## src/rtl/serial_subtractor_if.sv

```systemverilog
// Operand/result bundle for the bit-serial subtractor.
// SERIAL_SUB_OVF_EN adds the signed-overflow flag to the bundle.
interface serial_subtractor_if #(
    parameter int unsigned N = 4
);
    logic         start;
    logic [N-1:0] A;
    logic [N-1:0] B;
    logic         Bin;
    logic         busy;
    logic         done;
    logic [N-1:0] Difference;
    logic         Borrow;
`ifdef SERIAL_SUB_OVF_EN
    logic         Overflow;

    modport master (
        output start, A, B, Bin,
        input  busy, done, Difference, Borrow, Overflow
    );
    modport slave (
        input  start, A, B, Bin,
        output busy, done, Difference, Borrow, Overflow
    );
`else
    modport master (
        output start, A, B, Bin,
        input  busy, done, Difference, Borrow
    );
    modport slave (
        input  start, A, B, Bin,
        output busy, done, Difference, Borrow
    );
`endif
endinterface

```

## src/rtl/serial_subtractor.sv

```systemverilog
// Bit-serial N-bit subtractor: one full-subtractor cell per clock, LSB first.
// Optional SERIAL_SUB_OVF_EN adds a registered signed-overflow output.
module serial_subtractor #(
    parameter int unsigned N = 4
) (
    input  logic                clk,
    input  logic                rst,
    serial_subtractor_if.slave  bus
);
    localparam int unsigned CNT_W = (N > 1) ? $clog2(N) : 1;

    typedef enum logic [1:0] {
        S_IDLE  = 2'd0,
        S_SHIFT = 2'd1,
        S_DONE  = 2'd2
    } state_e;

    state_e             state_q, state_d;
    logic [N-1:0]       op_a_q, op_a_d;
    logic [N-1:0]       op_b_q, op_b_d;
    logic [N-1:0]       res_q, res_d;
    logic [N-1:0]       diff_q, diff_d;
    logic [CNT_W-1:0]   cnt_q, cnt_d;
    logic               bor_q, bor_d;
    logic               borrow_q, borrow_d;
    logic               busy_q, busy_d;
    logic               done_q, done_d;
    logic               bit_a, bit_b, bit_d, bor_nx;
`ifdef SERIAL_SUB_OVF_EN
    logic               ovf_q, ovf_d;
`endif

    // Next-state, datapath and registered-output logic
    always_comb begin
        state_d  = state_q;
        op_a_d   = op_a_q;
        op_b_d   = op_b_q;
        res_d    = res_q;
        diff_d   = diff_q;
        cnt_d    = cnt_q;
        bor_d    = bor_q;
        borrow_d = borrow_q;
`ifdef SERIAL_SUB_OVF_EN
        ovf_d    = ovf_q;
`endif
        bit_a  = op_a_q[0];
        bit_b  = op_b_q[0];
        bit_d  = bit_a ^ bit_b ^ bor_q;
        bor_nx = (~bit_a & bit_b) | (~(bit_a ^ bit_b) & bor_q);

        unique case (state_q)
            S_IDLE, S_DONE: begin
                if (bus.start) begin
                    op_a_d  = bus.A;
                    op_b_d  = bus.B;
                    bor_d   = bus.Bin;
                    cnt_d   = '0;
                    state_d = S_SHIFT;
                end else begin
                    state_d = S_IDLE;
                end
            end
            S_SHIFT: begin
                res_d  = {bit_d, res_q[N-1:1]};
                op_a_d = op_a_q >> 1;
                op_b_d = op_b_q >> 1;
                bor_d  = bor_nx;
                cnt_d  = cnt_q + CNT_W'(1);
                if (cnt_q == CNT_W'(N - 1)) begin
                    diff_d   = {bit_d, res_q[N-1:1]};
                    borrow_d = bor_nx;
`ifdef SERIAL_SUB_OVF_EN
                    // bor_q is the borrow into the MSB on this final bit
                    ovf_d    = bor_q ^ bor_nx;
`endif
                    state_d  = S_DONE;
                end
            end
            default: state_d = S_IDLE;
        endcase

        busy_d = (state_d == S_SHIFT);
        done_d = (state_d == S_DONE);
    end

    // State and datapath registers with synchronous reset
    always_ff @(posedge clk) begin
        if (rst) begin
            state_q  <= S_IDLE;
            op_a_q   <= '0;
            op_b_q   <= '0;
            res_q    <= '0;
            diff_q   <= '0;
            cnt_q    <= '0;
            bor_q    <= 1'b0;
            borrow_q <= 1'b0;
            busy_q   <= 1'b0;
            done_q   <= 1'b0;
`ifdef SERIAL_SUB_OVF_EN
            ovf_q    <= 1'b0;
`endif
        end else begin
            state_q  <= state_d;
            op_a_q   <= op_a_d;
            op_b_q   <= op_b_d;
            res_q    <= res_d;
            diff_q   <= diff_d;
            cnt_q    <= cnt_d;
            bor_q    <= bor_d;
            borrow_q <= borrow_d;
            busy_q   <= busy_d;
            done_q   <= done_d;
`ifdef SERIAL_SUB_OVF_EN
            ovf_q    <= ovf_d;
`endif
        end
    end

    assign bus.busy       = busy_q;
    assign bus.done       = done_q;
    assign bus.Difference = diff_q;
    assign bus.Borrow     = borrow_q;
`ifdef SERIAL_SUB_OVF_EN
    assign bus.Overflow   = ovf_q;
`endif

endmodule

```

## src/flat_wrapper.sv

```systemverilog
// flat-port wrapper written by rule: the top's interface ports become plain ports
module serial_subtractor_flat 
#(
    parameter int unsigned N = 4
)
  (clk, rst, bus_start, bus_A, bus_B, bus_Bin, bus_busy, bus_done, bus_Difference, bus_Borrow);
  serial_subtractor_if #(.N(N)) bus_i ();
  input  logic clk;
  input  logic rst;
  input wire logic [$bits(bus_i.start)-1:0] bus_start;
  input wire logic [$bits(bus_i.A)-1:0] bus_A;
  input wire logic [$bits(bus_i.B)-1:0] bus_B;
  input wire logic [$bits(bus_i.Bin)-1:0] bus_Bin;
  output wire logic [$bits(bus_i.busy)-1:0] bus_busy;
  output wire logic [$bits(bus_i.done)-1:0] bus_done;
  output wire logic [$bits(bus_i.Difference)-1:0] bus_Difference;
  output wire logic [$bits(bus_i.Borrow)-1:0] bus_Borrow;
  assign bus_i.start = bus_start;
  assign bus_i.A = bus_A;
  assign bus_i.B = bus_B;
  assign bus_i.Bin = bus_Bin;
  assign bus_busy = bus_i.busy;
  assign bus_done = bus_i.done;
  assign bus_Difference = bus_i.Difference;
  assign bus_Borrow = bus_i.Borrow;
  serial_subtractor #(.N(N)) u_core (.clk(clk), .rst(rst), .bus(bus_i));
endmodule
```

## config.mk

```make
export PLATFORM = sky130hd
export DESIGN_NAME = serial_subtractor_flat
export DESIGN_NICKNAME = d
export VERILOG_FILES = /design/src/rtl/serial_subtractor_if.sv /design/src/rtl/serial_subtractor.sv /design/src/flat_wrapper.sv
export SDC_FILE = /design/constraint.sdc
export NUM_CORES = 1
export LEC_CHECK = 0
export CORE_UTILIZATION = 55
export CTS_CLUSTER_SIZE = 24
export DETAILED_ROUTE_END_ITERATION = 7
export DONT_BUFFER_PORTS = 1
export PLACE_DENSITY_LB_ADDON = 0.15
export REMOVE_ABC_BUFFERS = 1
export SETUP_SLACK_MARGIN = 0.02
export SYNTH_ARGS = -nofsm -noshare
export SYNTH_HDL_FRONTEND = slang
export SYNTH_SLANG_ARGS = --single-unit
```

## constraint.sdc

```tcl
create_clock -name clk -period 1.5 [get_ports clk]
set_clock_uncertainty 0.2 [all_clocks]
set_input_delay 0.15 -clock clk [delete_from_list [all_inputs] [get_ports clk]]
set_output_delay 0.15 -clock clk [all_outputs]
set_load 0.05 [all_outputs]
```

==> results of run 1 <==
report_power, final:
part | switching (uW) | total (uW) | leakage (uW) | internal (uW)
sequential | 29.2 | 675 | 0.000189 | 646
clock | 170 | 274 | 0.0000150 | 103
combinational | 89.3 | 173 | 0.000211 | 84.1
total | 289 | 1120 | 0.000415 | 833
cell usage after synthesis:
| cell | n | area, sq um |
|---|---|---|
| dfxtp_1 | 23 | 460 |
| nand2b_1 | 2 | 12.5 |
| nand2_1 | 13 | 48.8 |
| nor2b_1 | 1 | 6.26 |
| nand2b_2 | 1 | 8.76 |
| buf_2 | 2 | 10.0 |
| ha_1 | 1 | 12.5 |
| nor3_1 | 10 | 50.1 |
| nand3b_1 | 1 | 7.51 |
| a21oi_1 | 13 | 65.1 |
| a311oi_2 | 1 | 15.0 |
| nor2_1 | 4 | 15.0 |
| a311oi_1 | 1 | 8.76 |
| clkbuf_1 | 2 | 7.51 |
| and2b_1 | 1 | 7.51 |
| nand3_1 | 9 | 45.0 |
| fa_1 | 1 | 20.0 |
| o21a_1 | 1 | 7.51 |
| a2bb2oi_1 | 1 | 8.76 |
| inv_1 | 2 | 7.51 |
| buf_6 | 5 | 56.3 |
| o22ai_1 | 6 | 37.5 |
critical path, stage by stage (launching register included):
cell and delay (ns):
dfxtp_2 0.34, inv_2 0.04, fa_1 0.57, nand3_1 0.08, a21oi_1 0.12
logic make-up (layout without fill, tap and decap cells):
logic type	after synthesis	count (layout)	synth area share (%)
buffers and inverters	11	28	8.86
AOI/OAI and AO/OA	23	23	15.5
and+or+nand+nor	42	42	21.9
DFF	23	23	50.1
adders and majority gates	2	2	3.54
routing by layer:
| metal | track usage (%) | routed length [microns] | vias up |
|---|---|---|---|
| met5 | 0 | 0 | - |
| met4 | 9.38 | 10 | 0 |
| met3 | 2.55 | 57 | 2 |
| met2 | 32.7 | 868 | 15 |
| met1 | 30.5 | 852 | 355 |
| li1 | - | - | 384 |
worst max-delay path by stage:
stage                 startpoint                       end  slack [ns]  cells after the start
5_1_grt        u_core.state_q[0]          u_core.op_b_q[0]      -0.003                      3
3_5_place_dp    u_core.op_b_q[0]  u_core.bus.Difference[3]        0.11                      4
6_report        u_core.op_b_q[0]  u_core.bus.Difference[3]        0.09                      4
3_3_place_gp    u_core.op_b_q[0]  u_core.bus.Difference[3]        0.16                      4
4_1_cts         u_core.op_b_q[0]  u_core.bus.Difference[3]        0.06                      4
2_1_floorplan  u_core.state_q[1]          u_core.op_b_q[0]        0.13                      3
state kept, by name, summed over array words and instances (netlist names):
name                   count
u_core.op_b_q              4
u_core.bor_q               1
u_core.state_q             2
u_core.op_a_q              4
u_core.bus.Borrow          1
u_core.res_q               3
u_core.bus.done            1
u_core.bus.Difference      4
u_core.bus.busy            1
u_core.cnt_q               2
per-stage QoR:
step	util, %	std cells	instance area (sq um)
floorplan	-	92	845
global placement	61.9	120	955
detailed placement	61.9	120	955
CTS	70.1	134	1080
global route	70.6	134	1090
finish	70.6	134	1090
final cells by class:
type | count | area share [%]
tap | 16 | 1.84
inverter | 2 | 0.690
sequential | 23 | 42.5
timing repair buffer | 22 | 17.7
multi-input combinational | 67 | 34.8
clock buffer | 4 | 2.41
timing repair:
item | 4_1_cts | 5_1_grt
hold buffers | 10 | 0
setup endpoints to repair | 0 | 5
hold endpoints to repair | 23 | 0
resized for setup | 0 | 5
==> reports/qor.yml, run 1 <==
post_drt_wl_per_cell_microns: 13.4
core-area_sq_um: 1540
die_y_microns: 42.9
drt_iter0_markers: 19
whs_ns: 0.0315
cts_setup_buffers: 0
cts_tree: "built"
ff_latch_area_sq_um: 463
total_power_uw: 1120
critical_path_arrival_ns: 1.44
chipWidth_microns: 42.9
outcome: "complete, no violations"
tightestPinTransition_ns: 0.838
grt_use_total_pct: 21.5
io_pins: 19
grt-ovfl-total: 0
multi_input_area_sq_um: 379
leakage_uw: 0.000415
antenna_found_initial: 0
dp_slack_ns: 0.109
dr.pass1.iters: 4
vias_per_cell: 5.64
reg2reg_depth: 4
place_congestion: 0.836
dp_hpwl_microns: 1100
num_rows: 14
finalSetupViolCount: 0
clk_latency_ns: 0.30
num-fill-cells: 112
start_kind: "flop"
slew_viol_final: 0
r2r_slack_ns: 0.09
fin_setup_tns_ns: 0
clockRootBuffer: "clkbuf_4"
synth_cell_type_count: 22
ant_nets: 0
crit_path_end_kind: "flop"
initial_core_util_pct: 59.6
final.min_clock_period_ns: 1.41
r2r-start: "u_core.op_b_q[0]"
finalNetCount: 133
htree_levels: 1
syn_inst: 101
setup_slack_ns: 0.0868
cts.sinks: 23
syn_area_sq_um: 918
r2r-end: "u_core.bus.Difference[3]"
ys_seq_elements: 23
maxCapViolations: 0
area_growth_pct: 18.5
path_clk_slew_ns: 0.12
yosys_warnings: 0
maxSlewHeadroom_pct: 44.1
clockBufferDepth: 2
drive_gt1_share_pct: 17.8
final_common_cell: "dfxtp_1"
min_path_cells: 3
period_share_pct: 94.2
critical_path_class: "flop to flop"
route.detailed.drc: 0
dr_total_vias: 756
mostFrequentLayoutCells: "21 x dfxtp_1, 13 x nand2_1, 13 x a21oi_1"
critPathRequiredTime_ns: 1.53
worstHoldStart: "bus_start"
pwr_density_cell_nw_per_um2: 1030
port_buffers: 0
holdPathEnd: "u_core.bor_q"
grt_pass1_vias: 713
grt_max_degree: 24
grt_pass1_wl_microns: 2990
hold_class: "primary input to flop"
ir_drop_uv: 690
syn_area_per_cell_sq_um: 9.09
wirelength_microns: 1790
seq_area_frac_synth_pct: 50.1
cts_buffers: 3
fmax_mhz: 708
rsz0062_at_grt: "true"
hold_viol_final: 0
die-area_sq_um: 1840
antennaDiodeCount: 0
cp_max_fo: 2
Note: power is estimated with default switching activity, not from simulation.
==> inputs of run 2 (changes only) <==
- MAX_ROUTING_LAYER: not set -> met4
==> run 2 against run 1 <==
Net effect:
- register-to-register slack about the same
- critical endpoint unchanged
- power about the same
- worst hold slack worse by 0.0026 ns
- sequential share of layout area unchanged
- combinational power about the same
- count of clock-buffer cells in the layout unchanged
- non-clock buffer count unchanged
- wire length down 0.78%
- worst setup slack worse by 0.0028 ns
- design area unchanged
- via count up 0.79%
==> reports/qor.yml, run 2 (synthesis gave the netlist of run 1 again) <==
outcome: "complete, no violations"  # unchanged
clockBufferDepth: 2  # unchanged
die_y_microns: 42.9  # unchanged
leakage_uw: 0.000415  # unchanged
dr.pass1.iters: 4  # unchanged
dr_total_vias: 762  # was 756
drive_gt1_share_pct: 17.8  # unchanged
io_pins: 19  # unchanged
path_clk_slew_ns: 0.12  # about the same
slowest_delay_ns: 0.57  # about the same
clk_latency_ns: 0.30  # about the same
cp_max_fo: 2  # unchanged
fin_setup_tns_ns: 0  # unchanged
r2r-start: "u_core.op_b_q[0]"  # unchanged
grt_pass1_wl_microns: 2990  # unchanged
ant_nets: 0  # unchanged
maxSlewHeadroom_pct: 43.9  # was 44.1%
core-area_sq_um: 1540  # unchanged
crit_slowest_cell: "fa_1"  # unchanged
critical_path_class: "flop to flop"  # unchanged
min_path_cells: 3  # unchanged
hold_viol_final: 0  # unchanged
initial_core_util_pct: 59.6  # unchanged
place_congestion: 0.849  # was 0.836
drt_iter0_markers: 18  # was 19
mostFrequentLayoutCells: "21 x dfxtp_1, 13 x nand2_1, 13 x a21oi_1"  # unchanged
critPathRequiredTime_ns: 1.53  # about the same
rsz0062_at_grt: "true"  # unchanged
total_power_uw: 1120  # about the same
maxCapViolations: 0  # unchanged
final_common_cell: "dfxtp_1"  # unchanged
htree_levels: 1  # unchanged
finalSetupViolCount: 0  # unchanged
port_buffers: 0  # unchanged
antenna_found_initial: 0  # unchanged
final.min_clock_period_ns: 1.42  # was 1.41 ns
grt_max_degree: 24  # unchanged
dp_hpwl_microns: 1100  # unchanged
fmax_mhz: 706  # was 708 MHz
crit_chain: "inv_2, fa_1, nand3_1, a21oi_1"  # unchanged
cts.sinks: 23  # unchanged
num_rows: 14  # unchanged
r2r_slack_ns: 0.08  # was 0.09 ns
vias_per_cell: 5.69  # was 5.64
r2r-end: "u_core.bus.Difference[3]"  # unchanged
crit_path_end_kind: "flop"  # unchanged
crit_start: "u_core.op_b_q[0]"  # unchanged
route.detailed.drc: 0  # unchanged
die-area_sq_um: 1840  # unchanged
slew_viol_final: 0  # unchanged
finalNetCount: 133  # unchanged
post_drt_wl_per_cell_microns: 13.2  # was 13.4 microns
period_share_pct: 94.4  # was 94.2%
antennaDiodeCount: 0  # unchanged
hold_class: "primary input to flop"  # unchanged
area_growth_pct: 18.5  # unchanged
cts_tree: "built"  # unchanged
worstHoldStart: "bus_start"  # unchanged
grt_pass1_vias: 709  # was 713
start_kind: "flop"  # unchanged
wirelength_microns: 1780  # was 1790 microns
clockRootBuffer: "clkbuf_4"  # unchanged
cts_buffers: 3  # unchanged
holdPathEnd: "u_core.bor_q"  # unchanged
grt_use_total_pct: 22.1  # was 21.5%
grt-ovfl-total: 0  # unchanged
critical_path_arrival_ns: 1.44  # about the same
pwr_density_cell_nw_per_um2: 1030  # about the same
reg2reg_depth: 4  # unchanged
whs_ns: 0.0290  # was 0.0315 ns
tightestPinTransition_ns: 0.841  # was 0.838 ns
chipWidth_microns: 42.9  # unchanged
ir_drop_uv: 689  # was 690 uV
## run 2: cell type report
class	count	area [sq um]
sequential	23	463
inverter	2	7.51
clock buffer	4	26.3
multi-input combinational	67	379
tap	16	20.0
fill	112	453
timing repair buffer	22	193
## run 2: per-layer routing
layer  vias up  part of all wire (%)  track usage [%]
met2        22                    49             32.7
met3         2                   3.4             2.55
met5         -                     0                -
li1        384                     -                -
met1       354                    47             30.5
met4         0                  0.56             9.38
## run 2: worst max-delay path, delay by kind of cell (launching register included)
family / cells / cell delay (ns)
fa+ha+maj: 1 / 0.57
flops: 1 / 0.34
compound gates: 1 / 0.12
simple gates: 1 / 0.08
buf+inv: 1 / 0.04
## run 2: worst max-delay path by stage
stage,endpoint,slack [ns]
2_1_floorplan,u_core.op_b_q[0],0.13
3_3_place_gp,u_core.bus.Difference[3],0.16
3_5_place_dp,u_core.bus.Difference[3],0.11
4_1_cts,u_core.bus.Difference[3],0.06
5_1_grt,u_core.op_b_q[0],-0.003
6_report,u_core.bus.Difference[3],0.08
## run 2: metrics by stage
step                      instances  setup WS, ns  area [sq um]  util [%]
after floorplan                  92         0.125           845         -
after global placement          120         0.156           955      61.9
after detailed placement        120         0.109           955      61.9
after CTS                       134        0.0621          1080      70.1
after global routing            134      -0.00331          1090      70.6
final                           134        0.0840          1090      70.6
## run 2: where the power goes
group	switching, uW	internal [uW]	leakage (uW)
combinational	89.0	84.2	0.000211
clock	171	103	0.0000150
sequential	29.0	646	0.000189
total	289	833	0.000415
## run 2: repair_timing
item | 4_1_cts | 5_1_grt
resized for setup | 0 | 5
hold endpoints to repair | 23 | 0
setup endpoints to repair | 0 | 5
hold buffers | 10 | 0
buffers inserted | 0 | 0
